**config.mk**
```make
export PLATFORM = sky130hd
export DESIGN_NAME = dc_decode_controller
export DESIGN_NICKNAME = d
export VERILOG_FILES = /design/src/rtl/dc_decode_controller.sv
export SDC_FILE = /design/constraint.sdc
export NUM_CORES = 1
export LEC_CHECK = 0
export ABC_AREA = 1
export CELL_PAD_IN_SITES_DETAIL_PLACEMENT = 0
export CELL_PAD_IN_SITES_GLOBAL_PLACEMENT = 1
export CORE_MARGIN = 2
export CORE_UTILIZATION = 44
export CTS_CLUSTER_DIAMETER = 40
export CTS_CLUSTER_SIZE = 25
export DETAILED_ROUTE_END_ITERATION = 7
export PLACE_DENSITY_LB_ADDON = 0.1
export SKIP_LAST_GASP = 1
export SLEW_MARGIN = 40
export SYNTH_ARGS = -nofsm -noshare
export SYNTH_HDL_FRONTEND = slang
export SYNTH_SLANG_ARGS = --single-unit
```
**constraint.sdc**
```tcl
create_clock -name clk -period 6.3 [get_ports clk]
set_input_delay 1.26 -clock clk [delete_from_list [all_inputs] [get_ports clk]]
set_output_delay 1.26 -clock clk [all_outputs]
set_load 0.005 [all_outputs]
```
**src/rtl/dc_decode_controller.sv**
```systemverilog
// DC coefficient decode sequencer: walks the external Huffman table one bit per cycle,
// collects s magnitude bits and emits a signed DC value. `DC_DPCM_PREDICT_EN adds the DPCM predictor.
module dc_decode_controller #(
    parameter int DC_W  = 12,
    parameter int MAX_S = 11
) (
    input  logic            clk,
    input  logic            rst,
    input  logic            bit_in,
    input  logic            bit_valid,
    output logic            bit_ready,
    output logic            tbl_bit,
    output logic [3:0]      tbl_state,
    input  logic [3:0]      tbl_s_value,
    input  logic [3:0]      tbl_next_state,
    input  logic            pred_clear,
    output logic [DC_W-1:0] dc_out,
    output logic            dc_valid,
    input  logic            dc_ready,
    output logic            err,
    input  logic            err_clear
);

    typedef enum logic [1:0] {CODE, MAG, OUT, ERR} state_t;

    localparam logic [3:0] MAX_S_L = 4'(MAX_S);
    localparam logic [3:0] ST_LAST = 4'd11;  // eight 1s seen; a ninth 1 is not a legal code

    state_t            fsm_q;
    logic [3:0]        tbl_state_q, s_reg_q, cnt_q;
    logic [MAX_S-2:0]  mag_q;
    logic [MAX_S-1:0]  mag_d;
    logic [DC_W-1:0]   dc_out_q, mag_ext, half, mask, diff_d, base_d, result_d;
    logic              dc_valid_q, err_q, xfer, msb;

`ifdef DC_DPCM_PREDICT_EN
    logic [DC_W-1:0]   pred_q;
    assign base_d = pred_q;
`else
    logic              unused_pred_clear;
    assign unused_pred_clear = pred_clear;
    assign base_d = '0;
`endif

    assign bit_ready = (fsm_q == CODE) || (fsm_q == MAG);
    assign xfer      = bit_valid && bit_ready;
    assign tbl_bit   = bit_in;
    assign tbl_state = tbl_state_q;
    assign dc_out    = dc_out_q;
    assign dc_valid  = dc_valid_q;
    assign err       = err_q;

    // The first magnitude bit sits at position s-1; a 0 there marks a negative difference.
    always_comb begin
        mag_d    = {mag_q, bit_in};
        mag_ext  = DC_W'(mag_d);
        half     = DC_W'(1) << (s_reg_q - 4'd1);
        mask     = (half << 1) - DC_W'(1);
        msb      = |(mag_ext & half);
        diff_d   = msb ? mag_ext : mag_ext - mask;
        result_d = base_d + diff_d;
    end

    always_ff @(posedge clk or posedge rst) begin
        if (rst) begin
            fsm_q       <= CODE;
            tbl_state_q <= '0;
            mag_q       <= '0;
            s_reg_q     <= '0;
            cnt_q       <= '0;
            dc_out_q    <= '0;
            dc_valid_q  <= 1'b0;
            err_q       <= 1'b0;
`ifdef DC_DPCM_PREDICT_EN
            pred_q      <= '0;
`endif
        end else begin
            case (fsm_q)
                CODE: if (xfer) begin
                    if (tbl_state_q == ST_LAST && bit_in) begin
                        err_q       <= 1'b1;
                        tbl_state_q <= '0;
                        fsm_q       <= ERR;
                    end else if (tbl_next_state == 4'd0) begin
                        s_reg_q     <= tbl_s_value;
                        tbl_state_q <= '0;
                        if (tbl_s_value > MAX_S_L) begin
                            err_q <= 1'b1;
                            fsm_q <= ERR;
                        end else if (tbl_s_value == 4'd0) begin
                            dc_out_q   <= base_d;
                            dc_valid_q <= 1'b1;
                            fsm_q      <= OUT;
                        end else begin
                            cnt_q <= '0;
                            mag_q <= '0;
                            fsm_q <= MAG;
                        end
                    end else begin
                        tbl_state_q <= tbl_next_state;
                    end
                end
                MAG: if (xfer) begin
                    mag_q <= mag_d[MAX_S-2:0];
                    cnt_q <= cnt_q + 4'd1;
                    if (cnt_q == s_reg_q - 4'd1) begin
                        dc_out_q   <= result_d;
                        dc_valid_q <= 1'b1;
                        fsm_q      <= OUT;
`ifdef DC_DPCM_PREDICT_EN
                        pred_q     <= result_d;
`endif
                    end
                end
                OUT: if (dc_ready) begin
                    dc_valid_q <= 1'b0;
                    fsm_q      <= CODE;
                end
                ERR: if (err_clear) begin
                    err_q       <= 1'b0;
                    tbl_state_q <= '0;
                    fsm_q       <= CODE;
                end
                default: fsm_q <= CODE;
            endcase
`ifdef DC_DPCM_PREDICT_EN
            // Clear overrides a same-cycle predictor update; dc_out keeps the computed value.
            if (pred_clear) pred_q <= '0;
`endif
        end
    end

endmodule

```
# After elaboration in Yosys (flattened, before gate mapping)
# Cells that the tools add are included.
[totals] reg_bits=38 in_bits=15 output_inout_bits=20
[classes] addsub=4 n_lt_le_gt_ge=1 n_eq_ne=17 n_shift=1 muxes=53 bitwise=2 n_reduce_logical=17
[ops] op="2-to-1 mux 12 bit" count=8
[ops] op="2-to-1 mux 10 bit" count=6
[ops] op="2-to-1 mux 4 bit" count=10
[ops] op="case mux 12 bit (2 select lines)" count=1
[ops] op="case mux 10 bit (2 select lines)" count=1
[ops] op="2-to-1 mux 2 bit" count=9
[ops] op="case mux 4 bit (2 select lines)" count=2
[ops] op="!= test 2 bit, second input constant" count=7
[ops] op="2-to-1 mux 1 bit" count=13
[ops] op="AND 11 x 12 -> 12 bit" count=1
[ops] op="OR reduction 12 bit" count=1
[ops] op="<< shifter 1 x 4 -> 12 bit, first input constant" count=1
[ops] op="subtractor 11 x 12 -> 12 bit" count=1
[ops] op="subtractor 12 x 1 -> 12 bit, second input constant" count=1
[ops] op="AND reduction 9 bit" count=1
[ops] op="logical NOT 4 bit" count=2
[ops] op="case mux 2 bit (4 select lines)" count=1
[ops] op="AND reduction 8 bit" count=1
[ops] op="AND reduction 7 bit" count=1
[ops] op="!= test 2 x 1 -> 1 bit, second input constant" count=3
[ops] op="!= test 3 x 1 -> 1 bit, second input constant" count=2
[ops] op="AND reduction 6 bit" count=1
[ops] op="AND reduction 5 bit" count=1
[ops] op="adder 4 x 1 -> 4 bit, second input constant" count=1
[ops] op="16 further kinds" count=19

# Logic depth before layout (Yosys ltp)
[logic_depth] depth_word=8 depth_mapped=21

# Worst setup path before layout
# OpenSTA, ideal clock, no wires.
[synth_timing] kind="register to register" from="register s_reg_q[0]" to="register dc_out_q[11] (netlist: dc_out[11])" setup_time_ns=0.118 arrival_time_ns=2.581 required_ns=6.182 slack_ns=3.601 stages_incl_launch_ff=20 n_path_buf=0 period_less_slack_ns=2.699 path_cell_list="dfrtp_1 -> inv_2 -> ha_1 -> inv_1 -> nand2_1 -> nand2_2 -> nor2_1 -> nand2_1 -> ha_1 -> fa_1 -> nand3_1 -> nand2_1 -> nand2_1 -> nand2_1 -> nand3_1 -> nand2_1 -> nand2_1 -> nand2_1 -> nand3b_1 -> nand2_1"
[synth_via] elab_chain_len=8
[synth_lines] item="from (decl)" line_no="30" text="logic [3:0] tbl_state_q, s_reg_q, cnt_q;"
[synth_lines] item="from (signal assigned)" line_no="85" text="s_reg_q <= tbl_s_value;"
[synth_lines] item="subtractor 4 x 1 -> 4 bit (*)" line_no="57, 106"
[synth_lines] item="<< shifter 1 x 4 -> 12 bit" line_no="57" text="half = DC_W'(1) << (s_reg_q - 4'd1);"
[synth_lines] item="subtractor 12 x 1 -> 12 bit or AND 11 x 12 -> 12 bit (tied branches)" line_no="58, 59"
[synth_lines] item="subtractor 11 x 12 -> 12 bit or OR reduction 12 bit (tied branches)" line_no="60, 59"
[synth_lines] item="2-to-1 mux 12 bit" line_no="60" text="diff_d = msb ? mag_ext : mag_ext - mask;"
[synth_lines] item="2-to-1 mux 12 bit" line_no="106" text="if (cnt_q == s_reg_q - 4'd1) begin"
[synth_lines] item="2-to-1 mux 12 bit" line_no="103" text="MAG: if (xfer) begin"
[synth_lines] item="case mux 12 bit (2 select lines)" line_no="78" text="case (fsm_q)"
[synth_lines] item="to (signal assigned)" line_no="91" text="dc_out_q <= base_d;"
[synth_lines] item="to (signal assigned)" line_no="107" text="dc_out_q <= result_d;"
[synth_lines] item="to (decl)" line_no="33" text="logic [DC_W-1:0] dc_out_q, mag_ext, half, mask, diff_d, base_d, result_d;"
# Every way passes the cells marked *; elsewhere a longest branch is shown, timed or not. The select of a mux whose other input is x is not followed.
# A chain may end at the register's enable or synchronous reset.

# Worst setup path after layout
[layout_timing] from="input bit_in" to="output tbl_bit"
[layout_lines] item="from (decl)" line_no="9" text="input logic bit_in,"
[layout_lines] item="to (decl)" line_no="12" text="output logic tbl_bit,"
# No word-level cell between the ends.

==> results by stage <==
Status:
- The flow ran to the end, and the final reports show no timing, DRC or antenna violations.

Job:
- Max-cap violations in this run came to 0.

STA:
- In this run the tightest slew margin relative to its limit is approximately 50%.
- The count of final hold-check violations is 0.
- The max-slew violation total from the final report is 0.
- The setup skew after layout is around 0.0073 ns.
- Once routing completed, OpenROAD measured the worst setup slack at 2.58 ns.
- The clock period could shrink to 3.72 ns.
- The setup TNS after final layout is 0 ns.
- Setup repair after global routing left no endpoint under its margin.
- The final worst-path cycle share is between 50% and 60%.
- Setup violations remaining at the end of the flow were counted as 0.
- For the pin with the worst max-slew slack, the measured transition is 0.747 ns.
- The highest achievable clock rate is around 0.27 GHz.

Worst setup path:
- The most numerous cell type found on the critical path is sky130_fd_sc_hd__clkdlybuf4s50_1.
- The slowest cell on the critical path is sky130_fd_sc_hd__clkdlybuf4s50_1.
- The largest driver fanout on the critical path is 6.
- Walking the worst path, the cells encountered are clkdlybuf4s50_1 -> clkdlybuf4s50_1.
- For this run, the slowest stage of the critical path takes 0.64 ns.
- The type of element launching the critical path is a primary input.
- STA puts the critical path data required time at 5.04 ns.
- The worst setup path is of the primary input to output pin kind.
- The data arrival time of the critical path is around 2.5 ns.
- The kind of cell with the highest combined delay on the critical path is buffers and inverters.
- The type of destination of the critical path is an output pin.
- Together, buffers and inverters on the worst path number 2.

Placement:
- Before CTS, the worst setup slack after placement is 2.58 ns.
- Detailed placement ended at an HPWL of ~5.4 mm.
- During placement, the flow inserted port buffers numbering 33.
- The routability congestion estimate is 0.817.

Layout:
- The count of nets after finishing is just under 500.
- The number of antenna repair diodes is 0.
- The total area of multi-input combinational cells is 1710 um^2.
- The filler cells instantiated in the layout total between 600 and 700.
- Relative to the synthesized area, the layout overhead comes to 17.4%.
- Registers take 951 um^2.
- The core utilization of the finished layout is 53.8%.
- The fraction of final layout cells with drive strength greater than 1 is under 10%.

Synth:
- The register area share after synthesis is 32.3%.
- The mapped netlist covers 2950 um^2.
- The synthesized net count is 457.
- Yosys printed 0 warnings.
- In this run the mean area of a mapped cell was 7.20 um^2.
- Counting flops and latches in the post-synthesis netlist gives 38.
- The number of different library cells in the post-synthesis netlist is 33.
- The number of cells produced by synthesis is 409.

Global routing:
- The remaining global-route overflow is 0.
- The initial antenna violation count came to 0.
- The global-route wire length before repair is roughly 12 mm.
- The via count of the first global-routing pass came to approximately 2500.
- Entering global routing, the biggest net connects 39 pins.
- The total track usage is 19.7%.

Die:
- The cell row count is 29.
- The area of the die is ~7400 um^2.
- The initial utilization of the core area, before any placement, comes to 45.9%.
- The vertical die dimension is 85.8 um.
- The total area inside the core boundary comes to around 6400 um^2.
- The floorplan step set the die width to roughly 86 um.
- The number of top-level design ports is 35.

Clocking:
- The number of buffers inserted during clock tree synthesis is 5.
- The number of sinks driven by the clock tree is 38.
- After clock tree synthesis, the setup repair step added 0 buffers.
- The number of gates resized after CTS was 0.
- Clock-pin slew was measured on the worst setup and hold paths at around 0.08 ns.
- Buffers inserted to repair hold after CTS numbered 0.
- TritonCTS built the clock tree.
- The total number of H-tree levels is 2.
- The library cell used as clock root buffer is sky130_fd_sc_hd__clkbuf_8.
- The later pin in the worst-skew pair is clocked with a latency of 0.29 ns.
- Counting along the longest clock path gives a buffer depth of 2.

Route:
- Summed over all layers, the routed wires come to 6.72 mm.
- The number of vias per cell is 5.06.
- In this run, the number of DRC markers left after iteration 0 of detailed routing was 108.
- The iteration count of the initial detailed-routing pass is 7.
- The via count is ~2600.
- The count of nets left with antenna violations once routing finished came out at 0.
- For this run, design rule violations remaining after detail routing come to 0.
- The wire length per cell after detailed routing is 13.0 um.

Power:
- Across the VDD grid, the largest voltage drop is 235 uV.
- In this run the power density over the cells is 584 nW/um^2.
- The static leakage is ~1.8 nW.

Hold path:
- The class of the tightest hold or removal check is flop to flop.
==> per-stage QoR <==
| stage | total power [mW] | cells | hold slack (ns) | area [um^2] |
|---|---|---|---|---|
| 6_report | 2.02 | 518 | 0.481 | 3460 |
| 5_1_grt | 2.28 | 518 | 0.517 | 3460 |
| 3_3_place_gp | 1.75 | 510 | 0.464 | 3310 |
| 4_1_cts | 2.04 | 518 | 0.485 | 3450 |
| 3_5_place_dp | 1.77 | 510 | 0.466 | 3310 |
| 2_1_floorplan | 1.44 | 409 | 0.473 | 2950 |
==> synth_stat cells (all sizes together) <==
| library cell | number | area, um^2 |
|---|---|---|
| and2 | 1 | 6.26 |
| xnor2 | 3 | 26.3 |
| nor3 | 3 | 20.0 |
| fa | 1 | 20.0 |
| nor2 | 32 | 138 |
| a211oi | 1 | 7.51 |
| dfrtp | 38 | 951 |
| nand3 | 47 | 245 |
| o21bai | 1 | 7.51 |
| a22oi | 1 | 7.51 |
| o21ai | 16 | 80.1 |
| inv | 58 | 218 |
| nand2 | 123 | 474 |
| buf | 10 | 70.1 |
| a21oi | 6 | 30.0 |
| a21o | 1 | 7.51 |
| nand4 | 14 | 87.6 |
| nor3b | 1 | 7.51 |
| o21a | 1 | 7.51 |
| o22ai | 10 | 62.6 |
| nand3b | 3 | 22.5 |
| ha | 32 | 400 |
| xor2 | 5 | 43.8 |
| or2 | 1 | 6.26 |
==> layer usage <==
metal / share of wire, % / track usage [%] / vias to the layer above / routed length (um)
met5: 0 / 0 / - / 0
met1: 48 / 25.4 / 1183 / 3190
met2: 49 / 34.3 / 43 / 3270
met3: 2.6 / 3.27 / 8 / 178
li1: - / - / 1388 / -
met4: 1.2 / 5.34 / 0 / 80
==> area by class of cell <==
class	instances	share of cell area (%)
Clock inverter	2	1.74
Tap cell	77	2.79
Multi-Input combinational cell	303	49.5
Clock buffer	6	2.39
Timing Repair Buffer	34	9.77
Inverter	58	6.30
Sequential cell	38	27.5
==> worst paths after layout <==
kind                       startpoint    endpoint  slack [ns]  depth (start not counted)
setup / recovery               bit_in     tbl_bit        2.58                          2
hold / removal             dc_out[10]  dc_out[10]        0.48                          2
setup reg to reg           s_reg_q[0]  dc_out[11]        3.17                         19
hold reg to reg            dc_out[10]  dc_out[10]        0.48                          2
max in group asynchronous         rst    fsm_q[0]        4.57                          3
min in group asynchronous         rst   dc_out[8]        1.38                          3
==> placed cells by master (no fill, tap or decap), types with 3 or more instances in the layout <==
cell type	n
sky130_fd_sc_hd__clkbuf_8	6
sky130_fd_sc_hd__inv_1	55
sky130_fd_sc_hd__xor2_1	5
sky130_fd_sc_hd__clkdlybuf4s50_1	33
sky130_fd_sc_hd__o22ai_1	10
sky130_fd_sc_hd__nor2_2	4
sky130_fd_sc_hd__inv_2	3
sky130_fd_sc_hd__dfrtp_1	38
sky130_fd_sc_hd__nand3b_1	3
sky130_fd_sc_hd__a21oi_1	6
sky130_fd_sc_hd__xnor2_1	3
sky130_fd_sc_hd__nand2_1	120
sky130_fd_sc_hd__nand3_1	45
sky130_fd_sc_hd__nor2_1	27
sky130_fd_sc_hd__nand4_1	14
sky130_fd_sc_hd__ha_1	32
sky130_fd_sc_hd__o21ai_0	16
==> registers in the layout, indices dropped and copies added (netlist names) <==
signal	flops
dc_valid	1
cnt_q	4
dc_out	12
err	1
fsm_q	2
s_reg_q	4
tbl_state	4
mag_q	10
==> logic make-up (layout without fill, tap and decap cells) <==
logic type | after synthesis | in the layout | share of synthesized area [%]
and+or+nand+nor | 225 | 225 | 34.2
buffers and inverters | 68 | 100 | 9.77
DFF | 38 | 38 | 32.3
AOI/OAI and AO/OA | 37 | 37 | 7.13
adders and majority gates | 33 | 33 | 14.3
xor gates and xnor gates | 8 | 8 | 2.38
==> worst reg2reg max path, delay by kind of cell (launching register included) <==
kind	cells	cell delay, ns
simple gates	14	1.38
fa+ha+maj	3	1.00
flops	1	0.44
buf+inv	2	0.19
==> report_power, final <==
group / total, mW / switching [mW] / internal, mW / leakage [nW]
sequential: 0.391 / 0.0711 / 0.320 / 0.508
combinational: 1.37 / 0.836 / 0.533 / 1.23
clock: 0.260 / 0.0907 / 0.169 / 0.0714
total: 2.02 / 0.997 / 1.02 / 1.81
Note: power is estimated with default switching activity, not from simulation.
